## src/rtl/text_entry_ctrl_if.sv

```systemverilog
// text_entry_ctrl_if: button/switch inputs and text-buffer write/cursor outputs of text_entry_ctrl.
// master = text_entry_ctrl, slave = board/character-store side.
interface text_entry_ctrl_if #(parameter int ADDR_W = 10);
   logic [2:0]        buttons;
   logic [6:0]        switches;
   logic              wr_en;
   logic [ADDR_W-1:0] wr_addr;
   logic [6:0]        wr_data;
   logic [5:0]        cursor_col;
   logic [4:0]        cursor_row;
   logic              cursor_vis;
   logic              busy;
   modport master (input buttons, switches,
                   output wr_en, wr_addr, wr_data, cursor_col, cursor_row, cursor_vis, busy);
   modport slave  (output buttons, switches,
                   input wr_en, wr_addr, wr_data, cursor_col, cursor_row, cursor_vis, busy);
endinterface

```

## src/rtl/text_entry_ctrl.sv

```systemverilog
// text_entry_ctrl: debounced buttons drive a text cursor and 7-bit writes into the text buffer.
// Optional CURSOR_BLINK_EN macro builds the cursor blink counter; otherwise cursor_vis is tied high.
module text_entry_ctrl #(
   parameter int DEBOUNCE_CYCLES = 500000,
   parameter int COLS            = 60,
   parameter int ROWS            = 17,
   parameter int ADDR_W          = 10,
   parameter int BLINK_CYCLES    = 12500000
) (
   input  logic clk,
   input  logic reset,
   text_entry_ctrl_if.master bus
);
   localparam int N  = COLS * ROWS;
   localparam int CW = $clog2(DEBOUNCE_CYCLES + 1);
   localparam int AW1 = ADDR_W + 1;
   typedef enum logic [1:0] {CLEAR, IDLE, ACT} state_t;
   state_t            r_state;
   logic [2:0]        r_sync1, r_sync2, r_lvl, r_lvl_d, r_act;
   logic [CW-1:0]     r_cnt [3];
   logic [ADDR_W:0]   r_clr;
   logic              r_wr_en, r_busy;
   logic [ADDR_W-1:0] r_wr_addr;
   logic [6:0]        r_wr_data;
   logic [5:0]        r_col;
   logic [4:0]        r_row;
   logic [2:0]        w_press;
   logic              w_last_col, w_last_row;
   logic [5:0]        w_bk_col, w_nx_col;
   logic [4:0]        w_bk_row, w_nx_row, w_row_inc;
   logic [ADDR_W-1:0] w_addr, w_bk_addr;

   // levels are kept in raw polarity: 1 = released
   always_ff @(posedge clk or posedge reset)
      if (reset) begin
         r_sync1 <= '1;
         r_sync2 <= '1;
         r_lvl   <= '1;
         r_lvl_d <= '1;
         for (int i = 0; i < 3; i++) r_cnt[i] <= '0;
      end else begin
         r_sync1 <= bus.buttons;
         r_sync2 <= r_sync1;
         r_lvl_d <= r_lvl;
         for (int i = 0; i < 3; i++)
            if (r_sync2[i] == r_lvl[i]) r_cnt[i] <= '0;
            else if (r_cnt[i] == CW'(DEBOUNCE_CYCLES - 1)) begin
               r_cnt[i] <= '0;
               r_lvl[i] <= r_sync2[i];
            end else r_cnt[i] <= r_cnt[i] + 1'b1;
      end

   assign w_press    = r_lvl_d & ~r_lvl;
   assign w_last_col = r_col == 6'(COLS - 1);
   assign w_last_row = r_row == 5'(ROWS - 1);
   assign w_row_inc  = w_last_row ? '0 : r_row + 1'b1;
   assign w_bk_col   = r_col != 0 ? r_col - 1'b1 : r_row != 0 ? 6'(COLS - 1) : '0;
   assign w_bk_row   = (r_col == 0 && r_row != 0) ? r_row - 1'b1 : r_row;
   assign w_nx_col   = r_act[0] ? (w_last_col ? '0 : r_col + 1'b1) : r_act[1] ? w_bk_col : '0;
   assign w_nx_row   = r_act[0] ? (w_last_col ? w_row_inc : r_row) : r_act[1] ? w_bk_row : w_row_inc;
   assign w_addr     = ADDR_W'(r_row) * ADDR_W'(COLS) + ADDR_W'(r_col);
   assign w_bk_addr  = ADDR_W'(w_bk_row) * ADDR_W'(COLS) + ADDR_W'(w_bk_col);

   always_ff @(posedge clk or posedge reset)
      if (reset) begin
         r_state   <= CLEAR;
         r_clr     <= '0;
         r_act     <= '0;
         r_wr_en   <= 1'b0;
         r_wr_addr <= '0;
         r_wr_data <= '0;
         r_col     <= '0;
         r_row     <= '0;
         r_busy    <= 1'b1;
      end else
         case (r_state)
            CLEAR:
               if (r_clr == AW1'(N)) begin
                  r_wr_en <= 1'b0;
                  r_busy  <= 1'b0;
                  r_state <= IDLE;
               end else begin
                  r_wr_en   <= 1'b1;
                  r_wr_addr <= r_clr[ADDR_W-1:0];
                  r_wr_data <= 7'h20;
                  r_clr     <= r_clr + 1'b1;
               end
            IDLE:
               if (|w_press) begin
                  r_state   <= ACT;
                  r_act     <= w_press[0] ? 3'b001 : w_press[1] ? 3'b010 : 3'b100;
                  r_wr_en   <= w_press[0] | w_press[1];
                  r_wr_addr <= w_press[0] ? w_addr : w_bk_addr;
                  r_wr_data <= w_press[0] ? bus.switches : 7'h20;
               end
            ACT: begin
               r_wr_en <= 1'b0;
               r_col   <= w_nx_col;
               r_row   <= w_nx_row;
               r_state <= IDLE;
            end
            default: r_state <= CLEAR;
         endcase

`ifdef CURSOR_BLINK_EN
   localparam int BW = $clog2(BLINK_CYCLES + 1);
   logic [BW-1:0] r_blink;
   logic          r_vis;
   always_ff @(posedge clk or posedge reset)
      if (reset) begin
         r_blink <= '0;
         r_vis   <= 1'b1;
      end else if (r_state == ACT && (w_nx_col != r_col || w_nx_row != r_row)) begin
         r_blink <= '0;
         r_vis   <= 1'b1;
      end else if (r_blink == BW'(BLINK_CYCLES - 1)) begin
         r_blink <= '0;
         r_vis   <= ~r_vis;
      end else r_blink <= r_blink + 1'b1;
   assign bus.cursor_vis = r_vis;
`else
   assign bus.cursor_vis = 1'b1;
`endif

   assign bus.wr_en      = r_wr_en;
   assign bus.wr_addr    = r_wr_addr;
   assign bus.wr_data    = r_wr_data;
   assign bus.cursor_col = r_col;
   assign bus.cursor_row = r_row;
   assign bus.busy       = r_busy;
endmodule

```

## src/flat_wrapper.sv

```systemverilog
// flat-port wrapper written by rule: the top's interface ports become plain ports
module text_entry_ctrl_flat 
#(
   parameter int DEBOUNCE_CYCLES = 500000,
   parameter int COLS            = 60,
   parameter int ROWS            = 17,
   parameter int ADDR_W          = 10,
   parameter int BLINK_CYCLES    = 12500000
)
  (clk, reset, bus_buttons, bus_switches, bus_wr_en, bus_wr_addr, bus_wr_data, bus_cursor_col, bus_cursor_row, bus_cursor_vis, bus_busy);
  text_entry_ctrl_if #(.ADDR_W(ADDR_W)) bus_i ();
  input  logic clk;
  input  logic reset;
  input wire logic [$bits(bus_i.buttons)-1:0] bus_buttons;
  input wire logic [$bits(bus_i.switches)-1:0] bus_switches;
  output wire logic [$bits(bus_i.wr_en)-1:0] bus_wr_en;
  output wire logic [$bits(bus_i.wr_addr)-1:0] bus_wr_addr;
  output wire logic [$bits(bus_i.wr_data)-1:0] bus_wr_data;
  output wire logic [$bits(bus_i.cursor_col)-1:0] bus_cursor_col;
  output wire logic [$bits(bus_i.cursor_row)-1:0] bus_cursor_row;
  output wire logic [$bits(bus_i.cursor_vis)-1:0] bus_cursor_vis;
  output wire logic [$bits(bus_i.busy)-1:0] bus_busy;
  assign bus_i.buttons = bus_buttons;
  assign bus_i.switches = bus_switches;
  assign bus_wr_en = bus_i.wr_en;
  assign bus_wr_addr = bus_i.wr_addr;
  assign bus_wr_data = bus_i.wr_data;
  assign bus_cursor_col = bus_i.cursor_col;
  assign bus_cursor_row = bus_i.cursor_row;
  assign bus_cursor_vis = bus_i.cursor_vis;
  assign bus_busy = bus_i.busy;
  text_entry_ctrl #(.DEBOUNCE_CYCLES(DEBOUNCE_CYCLES), .COLS(COLS), .ROWS(ROWS), .ADDR_W(ADDR_W), .BLINK_CYCLES(BLINK_CYCLES)) u_core (.clk(clk), .reset(reset), .bus(bus_i));
endmodule
```

## config.mk

```make
export PLATFORM = sky130hd
export DESIGN_NAME = text_entry_ctrl_flat
export DESIGN_NICKNAME = d
export VERILOG_FILES = /design/src/rtl/text_entry_ctrl_if.sv /design/src/rtl/text_entry_ctrl.sv /design/src/flat_wrapper.sv
export SDC_FILE = /design/constraint.sdc
export NUM_CORES = 1
export LEC_CHECK = 0
export BUFFER_PORTS_ARGS = -buffer_cell sky130_fd_sc_hd__buf_2
export CAP_MARGIN = 20
export CORE_UTILIZATION = 60
export DETAILED_ROUTE_END_ITERATION = 8
export PLACE_DENSITY = 0.79
export SLEW_MARGIN = 0
export SYNTH_ARGS = -nofsm -noshare
export SYNTH_HDL_FRONTEND = slang
export SYNTH_SLANG_ARGS = --single-unit
```

## constraint.sdc

```tcl
create_clock -name clk -period 7.06 [get_ports clk]
set_input_delay 1.059 -clock clk [delete_from_list [all_inputs] [get_ports clk]]
set_output_delay 1.059 -clock clk [all_outputs]
set_load 0.03 [all_outputs]
```

======== Word-level counts from Yosys, hierarchy flattened ========
Index checks and enable logic that the tools add are counted.
storage, ports and cells
  register bits after elaboration ......... 114
  output and inout port bits .............. 31
  logic and storage cells ................. 102
operators by class
  $add $sub $neg .......................... 10
  multiply operators ...................... 2
  eq/ne operators ......................... 15
  muxes and demuxes ....................... 32
  bitwise gates (word level) .............. 7
  reduce and logical (&&, ||, !) cells .... 18
operators with widths
  operator                 number
  $mux W19                 6
  $add A19 B1 Y19 const B  3
  $eq A19 B19 Y1 const B   3
  $mux W10                 3
  $mux W6                  5
  $mux W5                  5
  $mux W7                  3
  $add A10 B6 Y10          2
  $pmux W10 S2             1
  $reduce_and A2 Y1        9
  $mul A5 B4 Y8 const B    2
  $pmux W7 S2              1
  $add A11 B1 Y11 const B  1
  $eq A11 B10 Y1 const B   1
  $mux W2                  4
  $add A6 B1 Y6 const B    1
  $eq A6 B6 Y1 const B     1
  $logic_not A6 Y1         1
  $pmux W2 S3              1
  $reduce_bool A6 Y1       1
  $sub A6 B1 Y6 const B    1
  $add A5 B1 Y5 const B    1
  $eq A5 B5 Y1 const B     1
  $reduce_bool A5 Y1       1
  other kinds (18)         26

======== Depth between registers and ports, before layout ========
Gate-level depths: netlist (run 1).
  word-level depth ........................ 8
  depth in mapped cells ................... 22
  mapped depth without buffers ............ 21

======== Worst setup path after synthesis (run 1) ========
Ideal clock, no wire load.
  kind .................................... reg-to-reg
  start ................................... reg u_core.r_row[2] (netlist: u_core.bus.cursor_row[2])
  end ..................................... reg u_core.r_wr_addr[9] (netlist: u_core.bus.wr_addr[9])
  data arrival time ....................... 4895 ps
  data required time ...................... 6957 ps
  setup slack ............................. 2062 ps
  stages on the path, launching flop included .. 21
  cell sequence ........................... dfrtp_1 inv_1 ha_1 nand2_1 nor2_1 nor2_4 nand3_1 xnor2_1 inv_1 ha_1 inv_1 fa_1 inv_1 ha_1 a21oi_1 a21oi_1 or2_4 nor4_4 xnor3_1 nor2_2 o41ai_2
between the ends
  word-level cells in the longest chain between the ends .. 8
ends and longest elaborated chain
  element                                                                  line                   RTL
  start: declaration                                                       text_entry_ctrl.sv:26  logic [4:0] r_row;
  start signal: assignment                                                 text_entry_ctrl.sv:99  r_row <= w_nx_row;
  parallel branches: the longest is 5 deep, another holds $add A10 B6 Y10  -
  $mux W10 (*)                                                             text_entry_ctrl.sv:93  r_wr_addr <= w_press[0] ? w_addr : w_bk_addr;
  $mux W10 (*)                                                             text_entry_ctrl.sv:89  if (|w_press) begin
  $pmux W10 S2 (*)                                                         text_entry_ctrl.sv:76  case (r_state)
  end signal: assignment                                                   text_entry_ctrl.sv:84  r_wr_addr <= r_clr[ADDR_W-1:0];
  end signal: assignment                                                   text_entry_ctrl.sv:93
  end: declaration                                                         text_entry_ctrl.sv:23  logic [ADDR_W-1:0] r_wr_addr;
Mark *: on every way between the ends. The select of a mux whose other input is x is not followed.
A chain may end at the register's enable or synchronous reset.

======== Worst setup path in the final report (run 1) ========
Same ends and word-level chain as after synthesis.

==> impl_metrics.json, run 1 <==
{
  "achievable-frequency_mhz": 189.1,
  "powerDensity_mw_per_mm2": 191.9,
  "port_buffers": 41,
  "chipWidth_um": 110.0,
  "postRouteAntennaNets": 0,
  "clock_tree_from_tritoncts": "done",
  "post_layout_nonfiller_instances": 943,
  "setup.reg_to_reg.worst_slack_ns": 1.77,
  "timing.hold.ws_ns": 0.3507,
  "grt_util_all_layers_pct": 25.80,
  "inserted_clock_buffers": 17,
  "num_io_pins": 43,
  "placed_cells_incl_taps": 911,
  "finalWeightedCongestion": 0.9339,
  "critPathMaxFanout": 10,
  "cts_hold_buffers": 0,
  "worst_slew_pin_slew_ns": 0.8825,
  "critical_path.top_delay_family": "adder cells",
  "timing_max_transition_violations_final": 0,
  "first_iter_violations": 322,
  "areaGrowthSynthToFinish_pct": 12.54,
  "critical_path.cell_chain": "inv_1 > ha_1 > nand2_1 > nor2_1 > nor2_4 > nand3_1 > xnor2_1 > inv_1 > ha_1 > inv_1 > fa_1 > inv_1 > ha_1 > a21oi_1 > a21oi_1 > or2_4 > nor4_4 > xnor3_1 > nor2_2 > o41ai_2",
  "critical_path_type": "reg2reg",
  "cp_data_arrival_time_ns": 5.60,
  "placement.cell_area_mm2": 0.007312,
  "place_hpwl_um": 10460,
  "detailroute.via_count": 5345,
  "number_of_global_route_vias_before_repair": 5226,
  "drt_drc_violations_left": 0,
  "design.final.nets": 858,
  "total_leakage_power_nw": 3.656,
  "avgRoutedWirePerCell_um": 15.38,
  "crit_buf_inv": 4,
  "fp.dieH_um": 110.0,
  "clock_tree.htree_level_count": 4,
  "period_minus_slack_ns": 5.288,
  "end_kind": "flip-flop",
  "grt_pass1_wl_um": 23890,
  "final_area_mm2": 0.007881,
  "critical_path_required_ns": 7.37,
  "design.die.area_mm2": 0.01211,
  "floorplan.rows": 39,
  "setup-tns-final_ns": 0,
  "fp.coreArea_mm2": 0.01142,
  "globalRouteOverflowTotal": 0,
  "timing.final.setup_violations": 0,
  "clock_latency_reported_for_the_late_side_of_the_worst_skew_pair_ns": 0.42,
  "avgViaCountPerCell": 5.668,
  "critical_path.slowest_cell": "sky130_fd_sc_hd__xnor2_1",
  "final_common_cell": "sky130_fd_sc_hd__dfrtp_1",
  "antenna_found_initial": 0,
  "routed_wirelength_um": 14510,
  "clock_path_buffers": 2,
  "power.ir.vdd_worst_uv": 219.5,
  "synthArstFlopShare_pct": 100.0,
  "holdCritPathClass": "reg2reg",
  "worstSetupStartpointType": "flip-flop",
  "timing.critical_path.slowest_cell_delay_ns": 0.63,
  "post-route-period-util_pct": 74.90,
  "grt_max_degree": 73,
  "synth_cells": 745,
  "syn_nets": 816,
  "timing_hold_violations_final": 0,
  "count_of_flip_flops_with_a_built_in_enable_after_synthesis": 0,
  "antenna-diode-count": 0,
  "cts_root_buf": "sky130_fd_sc_hd__clkbuf_16",
  "clock_sink_count": 114,
  "drtPass1Iterations": 4,
  "post-cts-setup-buffer-count": 0,
  "outcome": "complete, no violations",
  "synth.yosys.seq_area_share_pct": 40.97,
  "post_synth_instance_area_mm2": 0.007003,
  "ctsResizeCount": 0,
  "yosys_warnings": 0,
  "prevailing_post_synth_register_cell": "sky130_fd_sc_hd__dfrtp_1",
  "worst_setup_hold_path_clk_slew_ns": 0.06,
  "timing.slew.headroom_pct": 40.54,
  "ys_ff_latch": 114,
  "postSynthAreaPerCell_um2": 9.400,
  "initial_core_util_pct": 61.33,
  "proportion_of_layout_cells_with_a_drive_suffix_above_1_pct": 14.00,
  "rsz0062_at_grt": "false",
  "cp_common_cell": "sky130_fd_sc_hd__inv_1",
  "clock-skew-final_ns": 0.007461,
  "post_synth_num_cell_types": 69,
  "mostFrequentLayoutCells": "sky130_fd_sc_hd__dfrtp_1 (101), sky130_fd_sc_hd__nor2_1 (87), sky130_fd_sc_hd__nand2_1 (80)",
  "drv.max_cap_violation_count": 0
}
==> state kept, by name, indices dropped and copies added (netlist names) <==
| register | cells |
|---|---|
| u_core.bus.busy | 1 |
| u_core.bus.cursor_col | 6 |
| u_core.bus.cursor_row | 5 |
| u_core.bus.wr_addr | 10 |
| u_core.bus.wr_data | 7 |
| u_core.bus.wr_en | 1 |
| u_core.r_act | 2 |
| u_core.r_clr | 11 |
| u_core.r_cnt | 57 |
| u_core.r_lvl | 3 |
| u_core.r_lvl_d | 3 |
| u_core.r_state | 2 |
| u_core.r_sync1 | 3 |
| u_core.r_sync2 | 3 |
==> layer usage <==
layer,global-route usage [%],vias to the layer above,wire (um)
met3,5.938,34,472
met1,31.95,2589,6492
met5,0,-,0
met2,43.30,107,7197
met4,11.05,0,344
li1,-,2615,-
==> cell usage after synthesis, types with 3 or more instances <==
| cell type | number | area [um2] |
|---|---|---|
| sky130_fd_sc_hd__dfrtp_1 | 101 | 2527 |
| sky130_fd_sc_hd__nor2_1 | 87 | 326.6 |
| sky130_fd_sc_hd__nand2_1 | 80 | 300.3 |
| sky130_fd_sc_hd__inv_1 | 52 | 195.2 |
| sky130_fd_sc_hd__o21ai_0 | 47 | 235.2 |
| sky130_fd_sc_hd__ha_1 | 45 | 563.0 |
| sky130_fd_sc_hd__xnor2_1 | 41 | 359.1 |
| sky130_fd_sc_hd__xor2_1 | 34 | 297.8 |
| sky130_fd_sc_hd__nand3_1 | 29 | 145.1 |
| sky130_fd_sc_hd__a21oi_1 | 23 | 115.1 |
| sky130_fd_sc_hd__fa_1 | 14 | 280.3 |
| sky130_fd_sc_hd__dfstp_2 | 13 | 341.6 |
| sky130_fd_sc_hd__nor2b_1 | 13 | 81.33 |
| sky130_fd_sc_hd__buf_2 | 11 | 55.05 |
| sky130_fd_sc_hd__nand4_1 | 11 | 68.82 |
| sky130_fd_sc_hd__and3_1 | 10 | 62.56 |
| sky130_fd_sc_hd__a21o_1 | 9 | 67.56 |
| sky130_fd_sc_hd__nor3_1 | 9 | 45.04 |
| sky130_fd_sc_hd__clkbuf_1 | 8 | 30.03 |
| sky130_fd_sc_hd__a22o_1 | 7 | 61.31 |
| sky130_fd_sc_hd__o21ai_1 | 7 | 35.03 |
| sky130_fd_sc_hd__a211oi_1 | 6 | 45.04 |
| sky130_fd_sc_hd__nand2b_1 | 6 | 37.54 |
| sky130_fd_sc_hd__nor4_1 | 6 | 37.54 |
| sky130_fd_sc_hd__or3_1 | 5 | 31.28 |
| sky130_fd_sc_hd__a31oi_1 | 4 | 25.02 |
| sky130_fd_sc_hd__and2_1 | 4 | 25.02 |
| sky130_fd_sc_hd__and4_1 | 4 | 35.03 |
| sky130_fd_sc_hd__o211ai_1 | 4 | 30.03 |
| sky130_fd_sc_hd__o31ai_1 | 3 | 22.52 |
| sky130_fd_sc_hd__or2_2 | 3 | 18.77 |
==> power breakdown <==
| group | switching, mW | internal [mW] |
|---|---|---|
| logic | 0.0236 | 0.00801 |
| registers | 0.00515 | 0.662 |
| clock network | 0.298 | 0.516 |
==> path summary, 6_finish.rpt <==
check                                    startpoint                     to  cells past startpoint
max                        u_core.bus.cursor_row[2]  u_core.bus.wr_addr[9]                     20
min                               u_core.r_sync1[1]      u_core.r_sync2[1]                      0
max reg2reg                u_core.bus.cursor_row[2]  u_core.bus.wr_addr[9]                     20
min reg2reg                       u_core.r_sync1[1]      u_core.r_sync2[1]                      0
max in group asynchronous                     reset  u_core.bus.wr_addr[7]                      3
min in group asynchronous                     reset       u_core.r_cnt[28]                      2
==> metrics by stage <==
stage,util (%),total power [mW],setup slack [ns]
4_1_cts,69.02,1.524,1.748
2_1_floorplan,-,0.7002,2.062
5_1_grt,69.02,1.565,1.290
6_report,69.02,1.512,1.772
3_3_place_gp,64.04,0.7079,2.022
3_5_place_dp,64.04,0.7099,1.771
==> final cells by class <==
class,count,area [um2]
Multi-Input combinational cell,557,3839
Clock buffer,18,429.2
Inverter,54,205.2
Sequential cell,114,2869
Timing Repair Buffer,43,220.2
Fill cell,877,3537
Tap cell,143,178.9
Clock inverter,14,140.1
==> cells by family after synthesis <==
group / after synthesis / synth area share, %
AOI/OAI and AO/OA: 131 / 11.92
xor gates and xnor gates: 78 / 10.26
adders and majority gates: 59 / 12.04
buffers and inverters: 74 / 4.216
DFF: 114 / 40.97
muxes: 4 / 0.6075
other: 1 / 0.05355
and+or+nand+nor: 284 / 19.94
No activity file was read; power rests on OpenSTA's default activity.
==> run 2, diff against run 1 <==
--- a/config.mk
+++ b/config.mk
@@ -7,9 +7,9 @@
 export LEC_CHECK = 0
 export BUFFER_PORTS_ARGS = -buffer_cell sky130_fd_sc_hd__buf_2
 export CAP_MARGIN = 20
-export CORE_UTILIZATION = 60
+export CORE_UTILIZATION = 56
 export DETAILED_ROUTE_END_ITERATION = 8
-export PLACE_DENSITY = 0.79
+export PLACE_DENSITY = 0.77
 export SLEW_MARGIN = 0
 export SYNTH_ARGS = -nofsm -noshare
 export SYNTH_HDL_FRONTEND = slang
==> constraint.sdc (replaced) <==
create_clock -name clk -period 4.56 [get_ports clk]
set_input_delay 0.684 -clock clk [delete_from_list [all_inputs] [get_ports clk]]
set_output_delay 0.684 -clock clk [all_outputs]
set_load 0.03 [all_outputs]
==> run 2 against run 1 <==
Against the previous run: power up 62%; clock skew up 0.00060 ns; utilization down 0.42 points; cell area up 5.4%; register-to-register slack worse by 1.7 ns; sequential share of layout area down 1.8 points; clock power up 68%; via count up 5.3%; critical path type unchanged; cell count up 5.7%; die area up 7.0%; sequential power up 54%; maximum frequency up 18%; highest routed layer unchanged.
==> impl_metrics.json, run 2 (synthesized netlist as in run 1, its figures left out) <==
{
  "design.final.nets": 887,
  "globalRouteOverflowTotal": 0,
  "holdCritPathClass": "in2async",
  "finalWeightedCongestion": 0.9688,
  "clock_path_buffers": 2,
  "final_common_cell": "sky130_fd_sc_hd__dfrtp_1",
  "critical_path.startpoint": "u_core.bus.cursor_row[0]",
  "timing.hold.ws_ns": 0.1612,
  "powerDensity_mw_per_mm2": 295.3,
  "postRouteAntennaNets": 0,
  "finalCoreUtilization_pct": 68.61,
  "worst_setup_hold_path_clk_slew_ns": 0.05,
  "drtPass1Iterations": 4,
  "initial_core_util_pct": 57.82,
  "antenna-diode-count": 0,
  "drv.max_cap_violation_count": 0,
  "setup.reg_to_reg.worst_slack_ns": 0.07,
  "cp_data_arrival_time_ns": 4.78,
  "grt_util_all_layers_pct": 25.32,
  "worstSetupStartpointType": "flip-flop",
  "finalWorstSetupSlack_ns": 0.07494,
  "clock_tree_from_tritoncts": "done",
  "clock-skew-final_ns": 0.008059,
  "drt_drc_violations_left": 0,
  "place_hpwl_um": 10760,
  "rr_worst_depth": 22,
  "multi_input_gate_area_mm2": 0.003950,
  "timing.final.setup_violations": 0,
  "worst_slew_pin_slew_ns": 0.7351,
  "r2r_start": "u_core.bus.cursor_row[0]",
  "timing_max_transition_violations_final": 0,
  "inserted_clock_buffers": 17,
  "port_buffers": 41,
  "outcome": "complete, no violations",
  "areaGrowthSynthToFinish_pct": 18.65,
  "cp-endpoint": "u_core.bus.wr_addr[8]",
  "pre_cts_slack_ns": -0.03928,
  "critical_path_type": "reg2reg",
  "fill_cells": 944,
  "chipWidth_um": 113.8,
  "detailroute.via_count": 5627,
  "num_io_pins": 43,
  "clock_latency_reported_for_the_late_side_of_the_worst_skew_pair_ns": 0.42,
  "top_register": "u_core.r_cnt",
  "timing.slew.headroom_pct": 50.99,
  "antenna_found_initial": 0,
  "mostFrequentLayoutCells": "sky130_fd_sc_hd__dfrtp_1 (96), sky130_fd_sc_hd__nor2_1 (85), sky130_fd_sc_hd__nand2_1 (78)",
  "avgRoutedWirePerCell_um": 15.66,
  "power.ir.vdd_worst_uv": 299.8,
  "reg2reg_to": "u_core.bus.wr_addr[8]",
  "total_leakage_power_nw": 3.854,
  "routed_wirelength_um": 15620,
  "seqCellArea_mm2": 0.002875,
  "period_minus_slack_ns": 4.485,
  "proportion_of_layout_cells_with_a_drive_suffix_above_1_pct": 19.54,
  "clock_sink_count": 114,
  "avgViaCountPerCell": 5.644,
  "cts_root_buf": "sky130_fd_sc_hd__clkbuf_16",
  "fp.coreArea_mm2": 0.01211,
  "critPathMaxFanout": 5,
  "achievable-frequency_mhz": 223.0,
  "grt_pass1_wl_um": 25920,
  "cts_hold_buffers": 0,
  "largest_register_ffs": 57,
  "first_iter_violations": 297,
  "end_kind": "flip-flop",
  "floorplan.rows": 40,
  "grt_max_degree": 85,
  "clock_tree.htree_level_count": 4,
  "timing_hold_violations_final": 0,
  "post-route-period-util_pct": 98.36,
  "design.die.area_mm2": 0.01296,
  "number_of_global_route_vias_before_repair": 5654,
  "critical_path_required_ns": 4.86,
  "fp.dieH_um": 113.8
}
-- run 2: cell type report --
class,count,share of cell area (%)
clock inverters,12,1.973
multi-input cells,557,47.54
well taps,168,2.530
inverters,54,2.470
clock buffers,20,5.376
repair buffers,72,5.511
flip-flops and latches,114,34.60
-- run 2: worst min-delay path by stage --
stage / endpoint / slack [ns]
floorplan: u_core.r_sync2[0] / 0.35
global placement: u_core.r_sync2[0] / 0.35
detailed placement: u_core.r_sync2[0] / 0.35
CTS: u_core.r_sync1[1] / 0.35
global route: u_core.r_cnt[31] / 0.16
finish: u_core.r_cnt[31] / 0.16
-- run 2: metrics by stage --
stage                     instance area (um2)  setup TNS, ns  power (mW)  std cells
after floorplan                          7041      -0.004275       1.084        745
final                                    8309              0       2.453        997
after global routing                     8309        -0.2366       2.530        997
after CTS                                8119              0       2.476        986
after detailed placement                 7506       -0.06071       1.099        954
after global placement                   7506              0       1.096        954
-- run 2: critical path, cell delays in order, from the launching register on --
cell and delay [ns]:
sky130_fd_sc_hd__dfrtp_2 0.40, sky130_fd_sc_hd__inv_1 0.09, sky130_fd_sc_hd__ha_2 0.23, sky130_fd_sc_hd__nand2_1 0.15, sky130_fd_sc_hd__nor2_4 0.17, sky130_fd_sc_hd__nor2_4 0.07, sky130_fd_sc_hd__nand2_2 0.09, sky130_fd_sc_hd__o21ai_2 0.07
sky130_fd_sc_hd__xnor2_1 0.13, sky130_fd_sc_hd__buf_4 0.15, sky130_fd_sc_hd__ha_4 0.26, sky130_fd_sc_hd__inv_1 0.06, sky130_fd_sc_hd__fa_1 0.50, sky130_fd_sc_hd__fa_1 0.54, sky130_fd_sc_hd__inv_2 0.05, sky130_fd_sc_hd__ha_4 0.27
sky130_fd_sc_hd__o21ai_2 0.08, sky130_fd_sc_hd__a2111oi_4 0.41, sky130_fd_sc_hd__buf_4 0.17, sky130_fd_sc_hd__nor3_1 0.04, sky130_fd_sc_hd__nor3b_1 0.23, sky130_fd_sc_hd__a311o_1 0.16, sky130_fd_sc_hd__a21oi_1 0.07
-- run 2: repair_timing --
action	in CTS	in global routing
hold endpoints to repair	0	0
setup buffers	0	10
resized for setup	1	21
setup endpoints to repair	2	3
pin swaps	0	16
-- run 2: layer usage --
| layer | vias up | track usage (%) | share of wire [%] |
|---|---|---|---|
| li1 | 2675 | - | - |
| met1 | 2737 | 31.30 | 42 |
| met2 | 169 | 43.41 | 51 |
| met3 | 46 | 4.995 | 4.8 |
| met4 | 0 | 10.74 | 2.6 |
| met5 | - | 0 | 0 |
-- run 2: power breakdown --
group | total, mW | internal, mW | switching, mW
combinational | 0.0511 | 0.0147 | 0.0364
sequential | 1.03 | 1.02 | 0.00788
clock | 1.37 | 0.920 | 0.450
==> run 3, diff against run 2 <==
--- a/config.mk
+++ b/config.mk
@@ -5,11 +5,11 @@
 export SDC_FILE = /design/constraint.sdc
 export NUM_CORES = 1
 export LEC_CHECK = 0
-export BUFFER_PORTS_ARGS = -buffer_cell sky130_fd_sc_hd__buf_2
 export CAP_MARGIN = 20
-export CORE_UTILIZATION = 56
+export CORE_UTILIZATION = 58
 export DETAILED_ROUTE_END_ITERATION = 8
-export PLACE_DENSITY = 0.77
+export DONT_BUFFER_PORTS = 1
+export PLACE_DENSITY = 0.76
 export SLEW_MARGIN = 0
 export SYNTH_ARGS = -nofsm -noshare
 export SYNTH_HDL_FRONTEND = slang
==> run 3 against run 2 <==
Against the previous run: the run now ends with design-rule violations left; clock power rose by 8%; routed wire length fell by 1.8%; sequential share of layout area rose by 0.82 points; hold slack got worse by 0.12 ns; first-iteration DRC count rose by 17%; highest routed layer unchanged.
==> impl_metrics.json, run 3 (synthesized netlist as in run 1, its figures left out) <==
{
  "worst_setup_hold_path_clk_slew_ns": 0.06,
  "routed_wirelength_um": 15330,
  "postRouteAntennaNets": 0,
  "achievable-frequency_mhz": 225.5,
  "total_leakage_power_nw": 3.684,
  "fill_cells": 850,
  "clock_path_buffers": 2,
  "drv.max_cap_violation_count": 0,
  "cts_hold_buffers": 0,
  "timing_max_transition_violations_final": 0,
  "mostFrequentLayoutCells": "sky130_fd_sc_hd__dfrtp_1 (96), sky130_fd_sc_hd__nor2_1 (86), sky130_fd_sc_hd__nand2_1 (78)",
  "cp_data_arrival_time_ns": 4.75,
  "power.ir.vdd_worst_uv": 406.2,
  "post-route-period-util_pct": 97.24,
  "design.die.area_mm2": 0.01252,
  "post_layout_nonfiller_instances": 932,
  "port_buffers": 0,
  "grt_max_degree": 85,
  "antenna_found_initial": 0,
  "initial_core_util_pct": 60.30,
  "setup-tns-final_ns": 0,
  "globalRouteOverflowTotal": 0,
  "timing_hold_violations_final": 0,
  "critical_path_type": "reg2reg",
  "proportion_of_layout_cells_with_a_drive_suffix_above_1_pct": 15.59,
  "chipWidth_um": 111.9,
  "clock_sink_count": 114,
  "critical_path_required_ns": 4.87,
  "fp.dieH_um": 111.9,
  "finalWorstSetupSlack_ns": 0.1257,
  "final_area_mm2": 0.008117,
  "cts_root_buf": "sky130_fd_sc_hd__clkbuf_16",
  "timing.slew.headroom_pct": 48.32,
  "number_of_global_route_vias_before_repair": 5634,
  "placement.cell_area_mm2": 0.007292,
  "finalWeightedCongestion": 0.8885,
  "pre_cts_slack_ns": 0.01068,
  "place_hpwl_um": 10510,
  "clock_tree_from_tritoncts": "done",
  "largest_register_ffs": 57,
  "inserted_clock_buffers": 17,
  "powerDensity_mw_per_mm2": 315.1,
  "grt_util_all_layers_pct": 26.05,
  "areaGrowthSynthToFinish_pct": 15.90,
  "clock_tree.htree_level_count": 4,
  "timing.hold.ws_ns": 0.03817,
  "period_minus_slack_ns": 4.434,
  "worst_slew_pin_slew_ns": 0.7751,
  "fp.coreArea_mm2": 0.01161,
  "detailroute.via_count": 5479,
  "final_common_cell": "sky130_fd_sc_hd__dfrtp_1",
  "design.final.nets": 847,
  "critPathMaxFanout": 5,
  "top_register": "u_core.r_cnt",
  "grt_pass1_wl_um": 26000,
  "outcome": "finished with violations",
  "worstSetupStartpointType": "flip-flop",
  "drt_drc_violations_left": 2,
  "holdCritPathClass": "in2async",
  "timing.final.setup_violations": 0,
  "drtPass1Iterations": 8,
  "avgViaCountPerCell": 5.879,
  "clock_latency_reported_for_the_late_side_of_the_worst_skew_pair_ns": 0.41,
  "violated_checks": "design-rule violations",
  "antenna-diode-count": 0,
  "finalCoreUtilization_pct": 69.89,
  "num_io_pins": 43,
  "first_iter_violations": 348,
  "placed_cells_incl_taps": 891,
  "avgRoutedWirePerCell_um": 16.45,
  "overall_power_consumption_mw": 2.557,
  "clock-skew-final_ns": 0.008232,
  "floorplan.rows": 39,
  "end_kind": "flip-flop"
}
==> run 3: cell types whose count changed in the layout (fill, tap and decap cells not counted), sizes merged <==
cell / change
clkinvlp: +2
clkbuf: -3
buf: -40
inv: +2
clkinv: -2
bufinv: +1
==> run 3: layer usage <==
metal  part of all wire, %  global-route usage, %  up-vias
met2                    52                  44.72      136
met4                   2.1                  10.36        0
met3                   4.2                  6.369       34
met5                     0                      0        -
li1                      -                      -     2600
met1                    42                  31.52     2709
==> run 3: repair_timing <==
item / in CTS / in global routing
pin swaps: 1 / 10
gates resized for setup: 0 / 20
endpoints found under the setup margin: 1 / 3
setup buffers: 1 / 7
==> run 3: critical path, stage by stage (launching register included) <==
cell and delay (ns):
sky130_fd_sc_hd__dfrtp_2 0.41, sky130_fd_sc_hd__inv_2 0.08, sky130_fd_sc_hd__ha_4 0.14, sky130_fd_sc_hd__nor2b_4 0.19, sky130_fd_sc_hd__nand2_4 0.09, sky130_fd_sc_hd__nor2_4 0.21, sky130_fd_sc_hd__nand2_4 0.09, sky130_fd_sc_hd__xnor2_4 0.14
sky130_fd_sc_hd__inv_2 0.08, sky130_fd_sc_hd__ha_1 0.30, sky130_fd_sc_hd__inv_1 0.06, sky130_fd_sc_hd__fa_1 0.49, sky130_fd_sc_hd__fa_1 0.50, sky130_fd_sc_hd__inv_1 0.06, sky130_fd_sc_hd__ha_4 0.27, sky130_fd_sc_hd__o21ai_0 0.08
sky130_fd_sc_hd__nor2_1 0.19, sky130_fd_sc_hd__o21bai_2 0.13, sky130_fd_sc_hd__nor4_4 0.29, sky130_fd_sc_hd__xnor3_1 0.20, sky130_fd_sc_hd__nor2_2 0.04, sky130_fd_sc_hd__o41ai_2 0.30
==> run 3: cell type report <==
type	instances	area [um2]	share of cell area, %
clock buffers	17	425.4	5.241
clock inverters	15	231.5	2.852
inverters	54	205.2	2.528
multi-input cells	557	3940	48.54
flip-flops and latches	114	2875	35.42
well taps	143	178.9	2.204
repair buffers	32	260.3	3.206
==> run 3: power breakdown <==
| part | internal, mW | switching (mW) | leakage, nW |
|---|---|---|---|
| combinational | 0.0115 | 0.0350 | 1.87 |
| clock | 0.975 | 0.503 | 0.314 |
| sequential | 1.02 | 0.00877 | 1.50 |
| total | 2.01 | 0.547 | 3.68 |
==> run 3: final timing paths <==
kind | startpoint | endpoint | slack [ns] | cells after the start
worst max-delay path | u_core.bus.cursor_col[0] | u_core.bus.wr_addr[9] | 0.13 | 21
worst min-delay path | reset | u_core.r_cnt[33] | 0.04 | 1
worst max register to register | u_core.bus.cursor_col[0] | u_core.bus.wr_addr[9] | 0.13 | 21
worst min register to register | u_core.r_sync1[0] | u_core.r_sync2[0] | 0.35 | 0
max in group asynchronous | reset | u_core.r_sync2[2] | 3.47 | 3
min in group clk | bus_buttons[1] | u_core.r_sync1[1] | 0.26 | 0
